==> src/rtl/ptp_pps_io_if.sv <==
// ptp_pps_io_if
//   Timestamp hand-off between ptp_pps_io and the register block.
//   pts_std_o : compensated {sec[47:0], ns[31:0]} of the last captured pps_i edge
//   pts_vld_o : timestamp pending, held until pts_ack_i
//   pts_ovf_o : sticky, an edge was dropped while a timestamp was pending
//   pts_cnt_o : number of captured edges (16-bit wrap)
//   pts_ack_i : single-cycle acknowledge from the register block
//   master = timestamp producer (ptp_pps_io), slave = register block.
interface ptp_pps_io_if;
  logic [79:0] pts_std_o;
  logic        pts_vld_o;
  logic        pts_ovf_o;
  logic [15:0] pts_cnt_o;
  logic        pts_ack_i;

  modport master (
    output pts_std_o, pts_vld_o, pts_ovf_o, pts_cnt_o,
    input  pts_ack_i
  );

  modport slave (
    input  pts_std_o, pts_vld_o, pts_ovf_o, pts_cnt_o,
    output pts_ack_i
  );
endinterface

==> src/rtl/ptp_pps_io.sv <==
// ptp_pps_io
//   PPS output generation and PPS input timestamping, downstream of the RTC.
//   clk          : core clock (156.25 MHz)
//   rst_n        : asynchronous active-low reset
//   rtc_std_i    : current RTC time {sec[47:0], ns[31:0]}
//   pps_en_i     : enables pps_o generation
//   pps_width_i  : pps_o high time in ns, 0 selects DEF_PW_NS
//   pps_i        : external PPS, asynchronous to clk
//   cap_en_i     : enables pps_i timestamp capture
//   pps_o        : generated PPS pulse, rises one clk after a second rollover
//   pts          : timestamp hand-off (see ptp_pps_io_if)
module ptp_pps_io #(
  parameter logic [31:0] NS_PER_SEC   = 32'd1_000_000_000,
  parameter logic [31:0] SYNC_COMP_NS = 32'd19,
  parameter logic [31:0] DEF_PW_NS    = 32'd100_000_000
) (
  input  logic               clk,
  input  logic               rst_n,
  input  logic [79:0]        rtc_std_i,
  input  logic               pps_en_i,
  input  logic [31:0]        pps_width_i,
  input  logic               pps_i,
  input  logic               cap_en_i,
  output logic               pps_o,
  ptp_pps_io_if.master       pts
);

  typedef enum logic {IDLE, HIGH} state_t;

  // Subtract the synchronizer latency from a captured time, borrowing a
  // second when the nanosecond field would go negative (sec wraps modulo 2^48).
  function automatic logic [79:0] comp_ts(input logic [79:0] t);
    logic [47:0] s;
    logic [31:0] n;
    s = t[79:32];
    n = t[31:0];
    if (n >= SYNC_COMP_NS) begin
      n = n - SYNC_COMP_NS;
    end else begin
      n = n + NS_PER_SEC - SYNC_COMP_NS;
      s = s - 48'd1;
    end
    return {s, n};
  endfunction

  logic [47:0] sec_p0;
  logic [31:0] ns_p0;
  logic [47:0] prev_sec_p1;
  logic [31:0] prev_ns_p1;
  logic        rollover;
  logic [31:0] pw;
  state_t      state, state_nxt;

  logic        pps_meta_p0, pps_sync_p1, pps_dly_p2;
  logic        edge_p2, take, drop;

  assign sec_p0 = rtc_std_i[79:32];
  assign ns_p0  = rtc_std_i[31:0];

  // Only a natural +1 second step with ns wrapping counts; software loads or
  // clears that move sec any other way are ignored. prev resets to zero, so
  // the first cycle out of reset can never satisfy ns < prev_ns.
  assign rollover = (sec_p0 != prev_sec_p1) && (ns_p0 < prev_ns_p1) &&
                    (sec_p0 == prev_sec_p1 + 48'd1);

  assign pw = (pps_width_i == 32'd0) ? DEF_PW_NS : pps_width_i;

  // Stage p0 -> p1: previous RTC time for rollover detection, pps_o state
  always_ff @(posedge clk or negedge rst_n) begin
    if (!rst_n) begin
      prev_sec_p1 <= '0;
      prev_ns_p1  <= '0;
      state       <= IDLE;
    end else begin
      prev_sec_p1 <= sec_p0;
      prev_ns_p1  <= ns_p0;
      state       <= state_nxt;
    end
  end

  // A rollover while HIGH keeps the pulse up, so widths >= one second give a
  // continuous high level with no gap at the second boundary.
  always_comb begin
    state_nxt = state;
    case (state)
      IDLE: if (pps_en_i && rollover) state_nxt = HIGH;
      HIGH: begin
        if (!pps_en_i)          state_nxt = IDLE;
        else if (rollover)      state_nxt = HIGH;
        else if (ns_p0 >= pw)   state_nxt = IDLE;
      end
      default: state_nxt = IDLE;
    endcase
  end

  assign pps_o = (state == HIGH);

  // Edge while a timestamp is pending is dropped unless the register block
  // acknowledges in the same cycle, in which case the new one replaces it.
  assign edge_p2 = pps_sync_p1 & ~pps_dly_p2 & cap_en_i;
  assign take    = edge_p2 & (~pts.pts_vld_o | pts.pts_ack_i);
  assign drop    = edge_p2 & pts.pts_vld_o & ~pts.pts_ack_i;

  // Stage p0 -> p2: pps_i synchronizer and edge-detect delay
  // Stage p2 -> out: compensated timestamp and handshake state
  always_ff @(posedge clk or negedge rst_n) begin
    if (!rst_n) begin
      pps_meta_p0   <= 1'b0;
      pps_sync_p1   <= 1'b0;
      pps_dly_p2    <= 1'b0;
      pts.pts_std_o <= '0;
      pts.pts_vld_o <= 1'b0;
      pts.pts_ovf_o <= 1'b0;
      pts.pts_cnt_o <= '0;
    end else begin
      pps_meta_p0 <= pps_i;
      pps_sync_p1 <= pps_meta_p0;
      pps_dly_p2  <= pps_sync_p1;

      if (take) begin
        pts.pts_std_o <= comp_ts(rtc_std_i);
        pts.pts_cnt_o <= pts.pts_cnt_o + 16'd1;
      end

      if (take)                pts.pts_vld_o <= 1'b1;
      else if (pts.pts_ack_i)  pts.pts_vld_o <= 1'b0;

      if (drop)                pts.pts_ovf_o <= 1'b1;
      else if (pts.pts_ack_i)  pts.pts_ovf_o <= 1'b0;
    end
  end

endmodule
==> src/flat_wrapper.sv <==
// flat-port wrapper written by rule: the top's interface ports become plain ports
module ptp_pps_io_flat 
#(
  parameter logic [31:0] NS_PER_SEC   = 32'd1_000_000_000,
  parameter logic [31:0] SYNC_COMP_NS = 32'd19,
  parameter logic [31:0] DEF_PW_NS    = 32'd100_000_000
)
  (clk, rst_n, rtc_std_i, pps_en_i, pps_width_i, pps_i, cap_en_i, pps_o, pts_pts_std_o, pts_pts_vld_o, pts_pts_ovf_o, pts_pts_cnt_o, pts_pts_ack_i);
  ptp_pps_io_if pts_i ();
  input  logic clk;
  input  logic rst_n;
  input  logic [79:0] rtc_std_i;
  input  logic pps_en_i;
  input  logic [31:0] pps_width_i;
  input  logic pps_i;
  input  logic cap_en_i;
  output logic pps_o;
  output wire logic [$bits(pts_i.pts_std_o)-1:0] pts_pts_std_o;
  output wire logic [$bits(pts_i.pts_vld_o)-1:0] pts_pts_vld_o;
  output wire logic [$bits(pts_i.pts_ovf_o)-1:0] pts_pts_ovf_o;
  output wire logic [$bits(pts_i.pts_cnt_o)-1:0] pts_pts_cnt_o;
  input wire logic [$bits(pts_i.pts_ack_i)-1:0] pts_pts_ack_i;
  assign pts_pts_std_o = pts_i.pts_std_o;
  assign pts_pts_vld_o = pts_i.pts_vld_o;
  assign pts_pts_ovf_o = pts_i.pts_ovf_o;
  assign pts_pts_cnt_o = pts_i.pts_cnt_o;
  assign pts_i.pts_ack_i = pts_pts_ack_i;
  ptp_pps_io #(.NS_PER_SEC(NS_PER_SEC), .SYNC_COMP_NS(SYNC_COMP_NS), .DEF_PW_NS(DEF_PW_NS)) u_core (.clk(clk), .rst_n(rst_n), .rtc_std_i(rtc_std_i), .pps_en_i(pps_en_i), .pps_width_i(pps_width_i), .pps_i(pps_i), .cap_en_i(cap_en_i), .pps_o(pps_o), .pts(pts_i));
endmodule
==> config.mk <==
export PLATFORM = sky130hd
export DESIGN_NAME = ptp_pps_io_flat
export DESIGN_NICKNAME = d
export VERILOG_FILES = /design/src/rtl/ptp_pps_io_if.sv /design/src/rtl/ptp_pps_io.sv /design/src/flat_wrapper.sv
export SDC_FILE = /design/constraint.sdc
export NUM_CORES = 1
export LEC_CHECK = 0
export CAP_MARGIN = 20
export CORE_MARGIN = 2
export CORE_UTILIZATION = 50
export DETAILED_ROUTE_END_ITERATION = 8
export DONT_BUFFER_PORTS = 1
export PLACE_DENSITY = 0.68
export SLEW_MARGIN = 20
export SYNTH_ARGS = -nofsm -noshare
export SYNTH_HDL_FRONTEND = slang
export SYNTH_SLANG_ARGS = --single-unit
export TNS_END_PERCENT = 20
==> constraint.sdc <==
create_clock -name clk -period 2.5 [get_ports clk]
set_input_delay 0.125 -clock clk [delete_from_list [all_inputs] [get_ports clk]]
set_output_delay 0.125 -clock clk [all_outputs]
set_load 0.01 [all_outputs]
# ---- Word level (Yosys, flattened, before mapping)
# Index checks and enable logic that the tools add are counted.
dict set report word_totals {
  reg_bits 182
  input_bits 118
  out_inout_bits 99
  wordCells 48
}
dict set report op_classes {
  add_sub_neg 6
  n_lt_le_gt_ge 3
  n_eq_ne 2
  mux 11
  bitwise 10
  n_reduce_logical 6
}
# operator n
set op_table {}
lappend op_table {{$mux 32} 2}
lappend op_table {{$sub 32x5->32 const B} 2}
lappend op_table {{$add 48x1->48 const B} 1}
lappend op_table {{$eq 48x48->1} 1}
lappend op_table {{$mux 48} 1}
lappend op_table {{$ne 48x48->1} 1}
lappend op_table {{$sub 48x1->48 const B} 1}
lappend op_table {{$add 32x30->32 const B} 1}
lappend op_table {{$ge 32x32->1} 1}
lappend op_table {{$ge 32x5->1 const B} 1}
lappend op_table {{$logic_not 32->1} 1}
lappend op_table {{$lt 32x32->1} 1}
lappend op_table {{$add 16x1->16 const B} 1}
lappend op_table {{$mux 1} 7}
lappend op_table {{$and 1x1->1} 5}
lappend op_table {{$not 1->1} 4}
lappend op_table {{$reduce_bool 2->1} 2}
lappend op_table {{$logic_and 1x1->1} 3}
lappend op_table {{$pmux 1 s2} 1}
lappend op_table {{$or 1x1->1} 1}

# ---- Depth between registers and ports, before layout
# Gate-level depths: netlist (run 1).
dict set report logic_depth {
  word_depth 7
  depth_mapped 15
  mapped_depth_nobuf 14
}

# ---- Least setup slack after synthesis (run 1)
# Ideal clock, no wire load.
dict set report synth_timing {
  path_kind {flip-flop to flip-flop}
  from {register u_core.prev_sec_p1[9]}
  to {register u_core.state (netlist: u_core.pps_o)}
  setup_ns 0.095
  t_arrival_ns 2.642
  setup_slack_ns -0.238
  stages_incl_launch_ff 12
  path_buffers 2
  cell_sequence {dfrtp_1 -> clkbuf_1 -> nand3_1 -> nor4_1 -> and2_0 -> clkbuf_1 -> xnor2_1 -> nand2_1 -> a2111o_1 -> nor4_1 -> nand4_1 -> o31ai_1}
}
dict set report synth_via {
  elab_chain_cells 6
  elab_cells_between_ends 10
  cone_classes {add/sub: 1; eq/ne: 2; mux: 4; reduce/logical: 3}
}
# item line_no
set synth_lines {}
lappend synth_lines {{from (decl)} ptp_pps_io.sv:48} ;# logic [47:0] prev_sec_p1;
lappend synth_lines {{from (signal assigned)} ptp_pps_io.sv:75} ;# prev_sec_p1 <= sec_p0;
lappend synth_lines {{$add 48x1->48 or $ne 48x48->1 (tied branches)} {ptp_pps_io.sv:64, ptp_pps_io.sv:63}}
lappend synth_lines {{$eq 48x48->1 or $logic_and 1x1->1 (tied branches)} {ptp_pps_io.sv:64, ptp_pps_io.sv:63}}
lappend synth_lines {{$logic_and 1x1->1 (*)} ptp_pps_io.sv:63} ;# assign rollover = (sec_p0 != prev_sec_p1) && (ns_p0 < prev_ns_p1) &&
lappend synth_lines {{$mux 1 or $logic_and 1x1->1 (tied branches)} {ptp_pps_io.sv:89, ptp_pps_io.sv:86}}
lappend synth_lines {{$mux 1 (on tied branches)} {ptp_pps_io.sv:88, ptp_pps_io.sv:86}}
lappend synth_lines {{$pmux 1 s2 (*)} ptp_pps_io.sv:85} ;# case (state)
lappend synth_lines {{net u_core.state_nxt} ptp_pps_io.sv:52} ;# state_t state, state_nxt;
lappend synth_lines {{to (signal assigned)} ptp_pps_io.sv:77} ;# state <= state_nxt;
lappend synth_lines {{to (decl)} ptp_pps_io.sv:52}
# The timed path passes the listed nets; every way through them passes the cells marked *.
# A chain may end at the register's enable or synchronous reset.

# ---- Worst setup path after layout (run 1)
dict set report layout_timing {
  from {register u_core.prev_sec_p1[0]}
  to {register u_core.state (netlist: u_core.pps_o)}
}
# The elaborated chain is that of the path after synthesis.

==> flow_metrics.env, run 1 <==
export IMPL_power_w=0.00764
export IMPL_peakVddDrop_mv=0.407
export IMPL_min_period_ps=2580
export IMPL_drc_errors=0
export IMPL_synth_most_common_cell="dfrtp_1"
export IMPL_cts_tree="done"
export IMPL_rows=53
export IMPL_final_area_um2=13300
export IMPL_powerDensity_nw_per_um2=574
export IMPL_fmax_mhz=388
export IMPL_clock_sinks=182
export IMPL_fin_nets=1506
export IMPL_routed_wl_um=32000
export IMPL_syn_area_um2=10600
export IMPL_seq_area_frac_synth_pct=42.8
export IMPL_drt_iter0_drc=588
export IMPL_die_y_um=150
export IMPL_netlist_instances=1143
export IMPL_status="complete, but fails checks"
export IMPL_grt_pass1_wl_um=49800
export IMPL_ys_warn_count=0
export IMPL_synth_simple_gate_area_share_pct=22.1
export IMPL_synth_compound_area_share_pct=10.8
export IMPL_rrSetupSlack_ps=-80
export IMPL_clockBufferDepth=2
export IMPL_grtUsageTotal_pct=28.8
export IMPL_synth_top_family_by_area="simple AND/OR/NAND/NOR gates"
export IMPL_slew_violations=0
export IMPL_critical_path_class="reg -> reg"
export IMPL_synth_edf_count=0
export IMPL_cp_max_fo=3
export IMPL_synth_cell_types=68
export IMPL_worst_hold_slack_ps=-616
export IMPL_ys_async_sr_fraction_pct=100
export IMPL_dpl_hpwl_um=21800
export IMPL_overflow=0
export IMPL_fin_util_pct=63.6
export IMPL_syn_avg_cell_area_um2=9.30
export IMPL_grt_antenna_before_repair=1
export IMPL_clockRootBuffer="clkbuf_16"
export IMPL_drive_gt1_share_pct=13.3
export IMPL_critPathLaunchType="flip-flop"
export IMPL_ios=217
export IMPL_yosysTopAreaCellShare_pct=42.8
export IMPL_yosysTopAreaCell="dfrtp_1"
export IMPL_grt_pass1_vias=9110
export IMPL_drtPass1Iterations=5
export IMPL_fin_crit_sh_pct=103
export IMPL_area_growth_pct=25.4
export IMPL_diodes=0
export IMPL_synth_net_count=1328
export IMPL_placedInstanceArea_um2=11600
export IMPL_leakage_nw=5.94
export IMPL_rsz0062_at_grt="yes"
export IMPL_avgViaCountPerCell=5.73
export IMPL_synth_seq_cells=182
export IMPL_maxCapViolations=0
export IMPL_synth_area_leaders="dfrtp_1 43%, ha_1 7.9%, xnor2_1 6.6%, xor2_1 6.4%, nand2_1 5.2%"
export IMPL_cp_data_required_time_ps=2840
export IMPL_failed_checks="hold timing, setup timing"
export IMPL_yosys_top_cells_count="182 x dfrtp_1, 146 x nand2_1, 100 x o21ai_0"
export IMPL_coreArea_um2=21000
export IMPL_synthAdderAreaFrac_pct=7.89
export IMPL_portBuffers=0
export IMPL_hold_class="in -> async"
export IMPL_setup_viol_count_final=1
export IMPL_drtAntennaViolNets=0
export IMPL_ctsHoldBuffers=88
export IMPL_worstSkewPairLatency_ps=430
export IMPL_worst_pin_slew_ps=555
export IMPL_grt_max_degree=183
export IMPL_arrival_ps=2920
export IMPL_die_w_um=150
export IMPL_cts_htree_levels=4
export IMPL_dr_total_vias=9213
export IMPL_synthFlopType="dfrtp_1"
export IMPL_yosys_area_share_xor_xnor_pct=13.0
export IMPL_dieArea_um2=22400
export IMPL_hold_viol_final=182
export IMPL_clock_skew_ps=6.81
export IMPL_place_congestion=0.959
export IMPL_synthMuxAreaShare_pct=0.282
export IMPL_routedWlPerCell_um=19.9
export IMPL_initial_core_util_pct=50.7
export IMPL_relSlewSlack_pct=62.7
export IMPL_fin_ws_ps=-80.3
export IMPL_numCtsBuffers=17
export IMPL_clk_pin_slew_ps=70
export IMPL_endpoint_kind="flip-flop"
-- state kept, by name, summed over array words and instances, names as in the netlist --
| signal | flops |
|---|---|
| u_core.pts.pts_vld_o | 1 |
| u_core.pts.pts_cnt_o | 16 |
| u_core.pps_o | 1 |
| u_core.prev_sec_p1 | 48 |
| u_core.prev_ns_p1 | 32 |
| u_core.pts.pts_std_o | 80 |
| u_core.pps_dly_p2 | 1 |
| u_core.pts.pts_ovf_o | 1 |
| u_core.pps_sync_p1 | 1 |
| u_core.pps_meta_p0 | 1 |
-- power by group --
| part | internal, W | leakage, nW | switching [W] |
|---|---|---|---|
| clock | 0.00159 | 0.293 | 0.00124 |
| combinational | 0.000541 | 3.43 | 0.000574 |
| sequential | 0.00328 | 2.22 | 0.000422 |
| total | 0.00541 | 5.94 | 0.00223 |
-- logic make-up (layout without fill, tap and decap cells) --
family / Yosys count / after routing
muxes: 3 / 3
buffers and inverters: 89 / 280
DFF: 182 / 182
AOI/OAI and AO/OA: 192 / 192
adders and majority gates: 67 / 67
xor gates and xnor gates: 158 / 158
and+or+nand+nor: 452 / 452
-- critical path, stage by stage, from the launching register on --
cell and delay, ps:
dfrtp_1 390, nand3_2 130, nor4_2 270, buf_4 160
buf_4 100, nand4_1 190, buf_4 230, xnor2_2 150
o31ai_2 110, nor4_4 330, nand4_1 170, o31ai_1 260
-- cell usage in the layout, fill, tap and decap left out, types with 5 or more instances in the layout --
cell type	instances
o31ai_1	7
buf_4	99
dlygate4sd3_1	88
o21ai_0	99
xnor2_1	78
nor4_1	23
nor4_4	5
nor2b_1	8
a31oi_1	6
or3_1	15
nand3_1	21
nand2b_1	11
nor3_1	31
or4_1	7
a21o_1	25
and3_1	16
nand4_1	44
and2_1	6
nor2_1	64
nand3b_1	6
a21oi_1	25
inv_1	58
xor2_1	77
ha_1	66
clkbuf_16	17
dfrtp_1	182
nand2_1	145
-- area by class of cell --
class	count	area, um^2
multi-input combinational	872	5930
tap	275	344
clock buffer	18	429
clock inverter	14	175
sequential	182	4550
fill	1755	7630
inverter	58	218
timing repair buffer	190	1680
-- through the flow --
step | std cells | setup slack (ps) | TNS, ps
6_report | 1609 | -80.3 | -80.3
5_1_grt | 1609 | -159 | -159
4_1_cts | 1607 | -19.9 | -19.9
3_5_place_dp | 1483 | -336 | -6060
3_3_place_gp | 1483 | -333 | -4860
2_1_floorplan | 1143 | -137 | -1010
-- worst paths after layout --
kind	startpoint	end	cells past startpoint
worst min register to register	u_core.pps_meta_p0	u_core.pps_sync_p1	0
worst max register to register	u_core.prev_sec_p1[0]	u_core.pps_o	11
worst max-delay path	u_core.prev_sec_p1[0]	u_core.pps_o	11
min in group clk	rtc_std_i[10]	u_core.pts.pts_std_o[11]	3
worst min-delay path	rst_n	u_core.pts.pts_cnt_o[15]	0
max in group asynchronous	rst_n	u_core.prev_ns_p1[31]	0
-- metal layers --
layer / GRT usage, % / up-vias / part of all wire [%]
li1: - / 4369 / -
met1: 38.5 / 4386 / 43
met2: 44.5 / 371 / 44
met3: 7.87 / 87 / 8.9
met4: 11.0 / 0 / 3.5
met5: 0 / - / 0
-- what timing repair did --
| item | in CTS | in global routing |
|---|---|---|
| setup buffers | 4 | 2 |
| pin swaps | 20 | 1 |
| gates resized for setup | 25 | 12 |
| setup endpoints to repair | 1 | 7 |
| endpoints found under the hold margin | 345 | 182 |
Power figures use the tool's default switching activity.
==> run 2: changes to the inputs <==
--- a/config.mk
+++ b/config.mk
@@ -10,7 +10,8 @@
 export CORE_UTILIZATION = 50
 export DETAILED_ROUTE_END_ITERATION = 8
 export DONT_BUFFER_PORTS = 1
-export PLACE_DENSITY = 0.68
+export GPL_ROUTABILITY_DRIVEN = 0
+export PLACE_DENSITY_LB_ADDON = 0.08
 export SLEW_MARGIN = 20
 export SYNTH_ARGS = -nofsm -noshare
 export SYNTH_HDL_FRONTEND = slang
==> run 2 against run 1 <==
The run still ends with hold timing, setup timing left. Critical path depth stayed put. Via count down 0.35%. Sequential share of layout area grew 0.24 points. Final cell count shrank 0.25%. Routed wire length down 0.40%. Worst hold slack lost 8.3 ps. Power decreased by 3.4%. Critical endpoint unchanged. Die area stayed put. Clock skew grew 1.9 ps. Setup slack got worse by 1.4 ps.
==> flow_metrics.env, run 2 (synthesis results as in run 1) <==
export IMPL_maxCapViolations=0
export IMPL_ctsHoldBuffers=88
export IMPL_fin_cells=1605
export IMPL_status="complete, but fails checks"
export IMPL_diodes=0
export IMPL_clockBufferDepth=2
export IMPL_peakVddDrop_mv=0.450
export IMPL_cts_htree_levels=4
export IMPL_routed_wl_um=31900
export IMPL_clockRootBuffer="clkbuf_16"
export IMPL_grt_max_degree=183
export IMPL_dpl_hpwl_um=22000
export IMPL_overflow=0
export IMPL_fin_crit_sh_pct=103
export IMPL_relSlewSlack_pct=56.7
export IMPL_final_common_cell="dfrtp_1"
export IMPL_grt_antenna_before_repair=0
export IMPL_nFillCells=1811
export IMPL_grt_pass1_vias=9046
export IMPL_leakage_nw=5.90
export IMPL_die_w_um=150
export IMPL_critical_path_class="reg -> reg"
export IMPL_cts_tree="done"
export IMPL_layout_common_cells="180 x dfrtp_1, 145 x nand2_1, 96 x o21ai_0"
export IMPL_routedWlPerCell_um=19.9
export IMPL_regMostFlops="u_core.pts.pts_std_o"
export IMPL_drtPass1Iterations=5
export IMPL_fin_ws_ps=-81.7
export IMPL_critPathLaunchType="flip-flop"
export IMPL_cp_max_fo=4
export IMPL_drtAntennaViolNets=0
export IMPL_drive_gt1_share_pct=12.7
export IMPL_hold_class="in -> async"
export IMPL_initial_core_util_pct=50.7
export IMPL_fin_nets=1502
export IMPL_clock_sinks=182
export IMPL_ios=217
export IMPL_worst_pin_slew_ps=649
export IMPL_grt_pass1_wl_um=49700
export IMPL_largest_reg_flops=80
export IMPL_setup_viol_count_final=1
export IMPL_rows=53
export IMPL_arrival_ps=2920
export IMPL_cp_data_required_time_ps=2840
export IMPL_worstSkewPairLatency_ps=430
export IMPL_powerDensity_nw_per_um2=558
export IMPL_clock_skew_ps=8.69
export IMPL_worst_hold_slack_ps=-624
export IMPL_slew_violations=0
export IMPL_drc_errors=0
export IMPL_fmax_mhz=387
export IMPL_rsz0062_at_grt="yes"
export IMPL_area_growth_pct=24.6
export IMPL_dieArea_um2=22400
export IMPL_die_y_um=150
export IMPL_avgViaCountPerCell=5.72
export IMPL_coreArea_um2=21000
export IMPL_clk_pin_slew_ps=70
export IMPL_portBuffers=0
export IMPL_min_period_ps=2580
export IMPL_dr_total_vias=9181
export IMPL_failed_checks="hold timing, setup timing"
export IMPL_numCtsBuffers=17
export IMPL_place_inst=1478
export IMPL_endpoint_kind="flip-flop"
export IMPL_drt_iter0_drc=605
export IMPL_reg_top3="u_core.pts.pts_std_o (80), u_core.prev_sec_p1 (48), u_core.prev_ns_p1 (32)"
export IMPL_fin_util_pct=63.2
export IMPL_grtUsageTotal_pct=28.8
export IMPL_hold_viol_final=182
-- run 2: changes by cell type in the layout (fill, tap and decap cells not counted), sizes merged --
cell / delta
buf: -4
dlygate4sd3: -1
bufinv: -3
dlymetal6s4s: +1
clkinv: +1
inv: +3
clkbuf: -1
-- run 2: area by class of cell --
type | instances | area (um^2) | area share, %
well taps | 275 | 344 | 2.60
flip-flops and latches | 182 | 4560 | 34.4
repair buffers | 186 | 1650 | 12.4
inverters | 58 | 218 | 1.64
clock buffers | 17 | 425 | 3.21
clock inverters | 15 | 123 | 0.926
multi-input cells | 872 | 5930 | 44.8
-- run 2: path summary, 6_finish.rpt --
path                                       endpoint  depth (start not counted)  slack [ps]                   from
max in group asynchronous  u_core.pts.pts_std_o[59]                          0        2920                  rst_n
hold reg to reg                  u_core.pps_sync_p1                          0         350     u_core.pps_meta_p0
setup / recovery                       u_core.pps_o                         11         -80  u_core.prev_sec_p1[4]
hold / removal             u_core.pts.pts_cnt_o[14]                          0        -620                  rst_n
setup reg to reg                       u_core.pps_o                         11         -80  u_core.prev_sec_p1[4]
min in group clk           u_core.pts.pts_std_o[65]                          3          10          rtc_std_i[64]
-- run 2: stage by stage --
| stage | setup TNS (ps) | hold slack (ps) | instance area (um^2) | total power (W) | setup WS [ps] |
|---|---|---|---|---|---|
| floorplan | -1010 | -171 | 10600 | 0.00434 | -137 |
| global placement | -6250 | -165 | 11600 | 0.00463 | -261 |
| detailed placement | -7000 | -166 | 11600 | 0.00466 | -287 |
| CTS | -45.2 | -640 | 13200 | 0.00742 | -45.2 |
| global route | -221 | -650 | 13200 | 0.00774 | -221 |
| finish | -81.7 | -624 | 13200 | 0.00739 | -81.7 |
-- run 2: worst max-delay path, stage by stage, from the launching register on --
cell	delay, ps
dfrtp_1	400
nand3_4	140
buf_6	150
nor4_4	270
buf_4	190
nand3_2	80
or3b_4	380
a31oi_1	200
a31oi_1	80
a21oi_1	170
nand4_1	210
o31ai_1	240
-- run 2: timing repair --
item / CTS / global route
endpoints found under the setup margin: 1 / 7
resized for setup: 25 / 14
pin swaps: 13 / 3
setup buffers: 7 / 0
endpoints found under the hold margin: 346 / 182
-- run 2: report_power, final --
group | total (W) | switching, W | internal [W]
clock network | 0.00258 | 0.00128 | 0.00130
registers | 0.00372 | 0.000438 | 0.00328
logic | 0.00109 | 0.000559 | 0.000532
-- run 2: layer usage --
metal,share of wire (%),track usage (%),up-vias
met1,44,40.0,4417
li1,-,-,4355
met5,0,0,-
met3,8.8,6.98,53
met2,45,44.7,356
met4,2.1,8.49,0
==> run 3: changes to the inputs <==
==> constraint.sdc (replaced) <==
create_clock -name clk -period 2.27 [get_ports clk]
set_input_delay 0.1135 -clock clk [delete_from_list [all_inputs] [get_ports clk]]
set_output_delay 0.1135 -clock clk [all_outputs]
set_load 0.01 [all_outputs]
==> run 3 against run 2 <==
Die area stayed put. Global-route usage up 0.59 points. Register-to-register slack worse by 260 ps. Flip-flop and latch count stayed put. Highest routed layer unchanged. The flow still finishes with violations (hold timing, setup timing). Utilization is 1.8 points higher. Routed wire length increased by 1.7%. Maximum frequency decreased by 1.2%. Critical path type unchanged. Via count rose by 1.4%. Final cell count increased by 2.2%. Sequential share of layout area fell by 0.95 points. Setup slack got worse by 260 ps.
==> flow_metrics.env, run 3 (synthesis results as in run 1) <==
export IMPL_diodes=0
export IMPL_cp_max_fo=4
export IMPL_critical_path_class="reg -> reg"
export IMPL_r2r_cells=11
export IMPL_reg_top3="u_core.pts.pts_std_o (80), u_core.prev_sec_p1 (48), u_core.prev_ns_p1 (32)"
export IMPL_routed_wl_um=32500
export IMPL_failed_checks="hold timing, setup timing"
export IMPL_clock_sinks=182
export IMPL_clock_skew_ps=9.01
export IMPL_critPathLaunchType="flip-flop"
export IMPL_drive_gt1_share_pct=16.0
export IMPL_numCtsBuffers=17
export IMPL_grt_antenna_before_repair=0
export IMPL_routedWlPerCell_um=19.8
export IMPL_grtUsageTotal_pct=29.3
export IMPL_rows=53
export IMPL_area_growth_pct=28.1
export IMPL_cts_tree="done"
export IMPL_hold_viol_final=182
export IMPL_rsz0062_at_grt="yes"
export IMPL_hold_class="in -> async"
export IMPL_ios=217
export IMPL_fin_nets=1539
export IMPL_endpoint_kind="flip-flop"
export IMPL_leakage_nw=6.09
export IMPL_die_w_um=150
export IMPL_largest_reg_flops=80
export IMPL_ctsHoldBuffers=88
export IMPL_avgViaCountPerCell=5.67
export IMPL_grt_pass1_wl_um=50900
export IMPL_powerDensity_nw_per_um2=616
export IMPL_maxCapViolations=0
export IMPL_setup_viol_count_final=2
export IMPL_fin_ws_ps=-344
export IMPL_cp_data_required_time_ps=2600
export IMPL_fmax_mhz=383
export IMPL_tns_ps=-353
export IMPL_worst_hold_slack_ps=-628
export IMPL_initial_core_util_pct=50.7
export IMPL_drt_iter0_drc=598
export IMPL_overflow=0
export IMPL_grt_pass1_vias=9399
export IMPL_die_y_um=150
export IMPL_drc_errors=0
export IMPL_fin_crit_sh_pct=115
export IMPL_clk_pin_slew_ps=70
export IMPL_fin_cells=1640
export IMPL_dieArea_um2=22400
export IMPL_clockRootBuffer="clkbuf_16"
export IMPL_clockBufferDepth=2
export IMPL_drtPass1Iterations=6
export IMPL_worstSkewPairLatency_ps=430
export IMPL_status="complete, but fails checks"
export IMPL_drtAntennaViolNets=0
export IMPL_layout_common_cells="180 x dfrtp_1, 144 x nand2_1, 130 x buf_4"
export IMPL_min_period_ps=2610
export IMPL_nFillCells=1786
export IMPL_cts_htree_levels=4
export IMPL_place_inst=1514
export IMPL_dr_total_vias=9306
export IMPL_slew_violations=0
export IMPL_relSlewSlack_pct=65.9
export IMPL_final_common_cell="dfrtp_1"
export IMPL_worst_pin_slew_ps=509
export IMPL_peakVddDrop_mv=0.426
export IMPL_dpl_hpwl_um=22200
export IMPL_grt_max_degree=183
export IMPL_coreArea_um2=21000
export IMPL_portBuffers=0
export IMPL_arrival_ps=2950
export IMPL_regMostFlops="u_core.pts.pts_std_o"
-- run 3: cell types whose count changed in the layout (fill, tap and decap cells not counted), sizes merged --
cell and delta:
buf +37, clkinv -3, bufinv +2, clkbuf +1, clkinvlp -1, dlygate4sd3 +1
dlymetal6s4s -1, inv -1
-- run 3: timing repair --
item | 4_1_cts | 5_1_grt
pin swaps | 22 | 1
hold endpoints to repair | 345 | 182
endpoints found under the setup margin | 5 | 24
resized for setup | 37 | 25
buffers inserted | 8 | 0
-- run 3: final timing paths --
check / startpoint / slack (ps) / to
max: u_core.prev_sec_p1[9] / -340 / u_core.pps_o
min: rst_n / -630 / u_core.pts.pts_std_o[52]
max reg2reg: u_core.prev_sec_p1[9] / -340 / u_core.pps_o
min reg2reg: u_core.pps_meta_p0 / 350 / u_core.pps_sync_p1
max in group asynchronous: rst_n / 2660 / u_core.pts.pts_std_o[67]
min in group clk: rtc_std_i[71] / 0 / u_core.pts.pts_std_o[73]
-- run 3: area by class of cell --
class	count	area, um^2	area share (%)
Clock buffer	18	439	3.23
Clock inverter	12	141	1.04
Inverter	58	218	1.60
Multi-Input combinational cell	872	5990	44.0
Sequential cell	182	4560	33.5
Tap cell	275	344	2.53
Timing Repair Buffer	223	1920	14.1
-- run 3: layer usage --
metal	GRT usage, %	part of all wire, %	vias up
met2	46.4	45	416
met4	8.07	2.5	0
li1	-	-	4426
met1	39.9	43	4394
met3	8.02	8.9	70
met5	0	0	-
-- run 3: worst max-delay path, cell delays in order (launching register included) --
cell and delay (ps):
dfrtp_1 390, nand3_4 120, buf_6 140, nor4_4 270, buf_4 190, nand3_2 90
or3b_4 380, a31oi_1 190, a31oi_1 60, a21oi_1 210, nand4_1 190, o31ai_1 270
-- run 3: metrics by stage --
| step | power [W] | hold WS (ps) | utilization, % | setup slack, ps | area [um^2] |
|---|---|---|---|---|---|
| floorplan | 0.00478 | -182 | - | -355 | 10600 |
| finish | 0.00838 | -628 | 65.0 | -344 | 13600 |
| global placement | 0.00513 | -177 | 56.5 | -707 | 11800 |
| CTS | 0.00840 | -642 | 64.6 | -269 | 13500 |
| detailed placement | 0.00517 | -178 | 56.5 | -646 | 11800 |
| global route | 0.00879 | -653 | 65.0 | -494 | 13600 |
-- run 3: power breakdown --
part / switching (W) / total (W) / internal [W]
Combinational: 0.000643 / 0.00127 / 0.000628
Sequential: 0.000470 / 0.00409 / 0.00362
Clock: 0.00136 / 0.00302 / 0.00166
Total: 0.00247 / 0.00838 / 0.00591
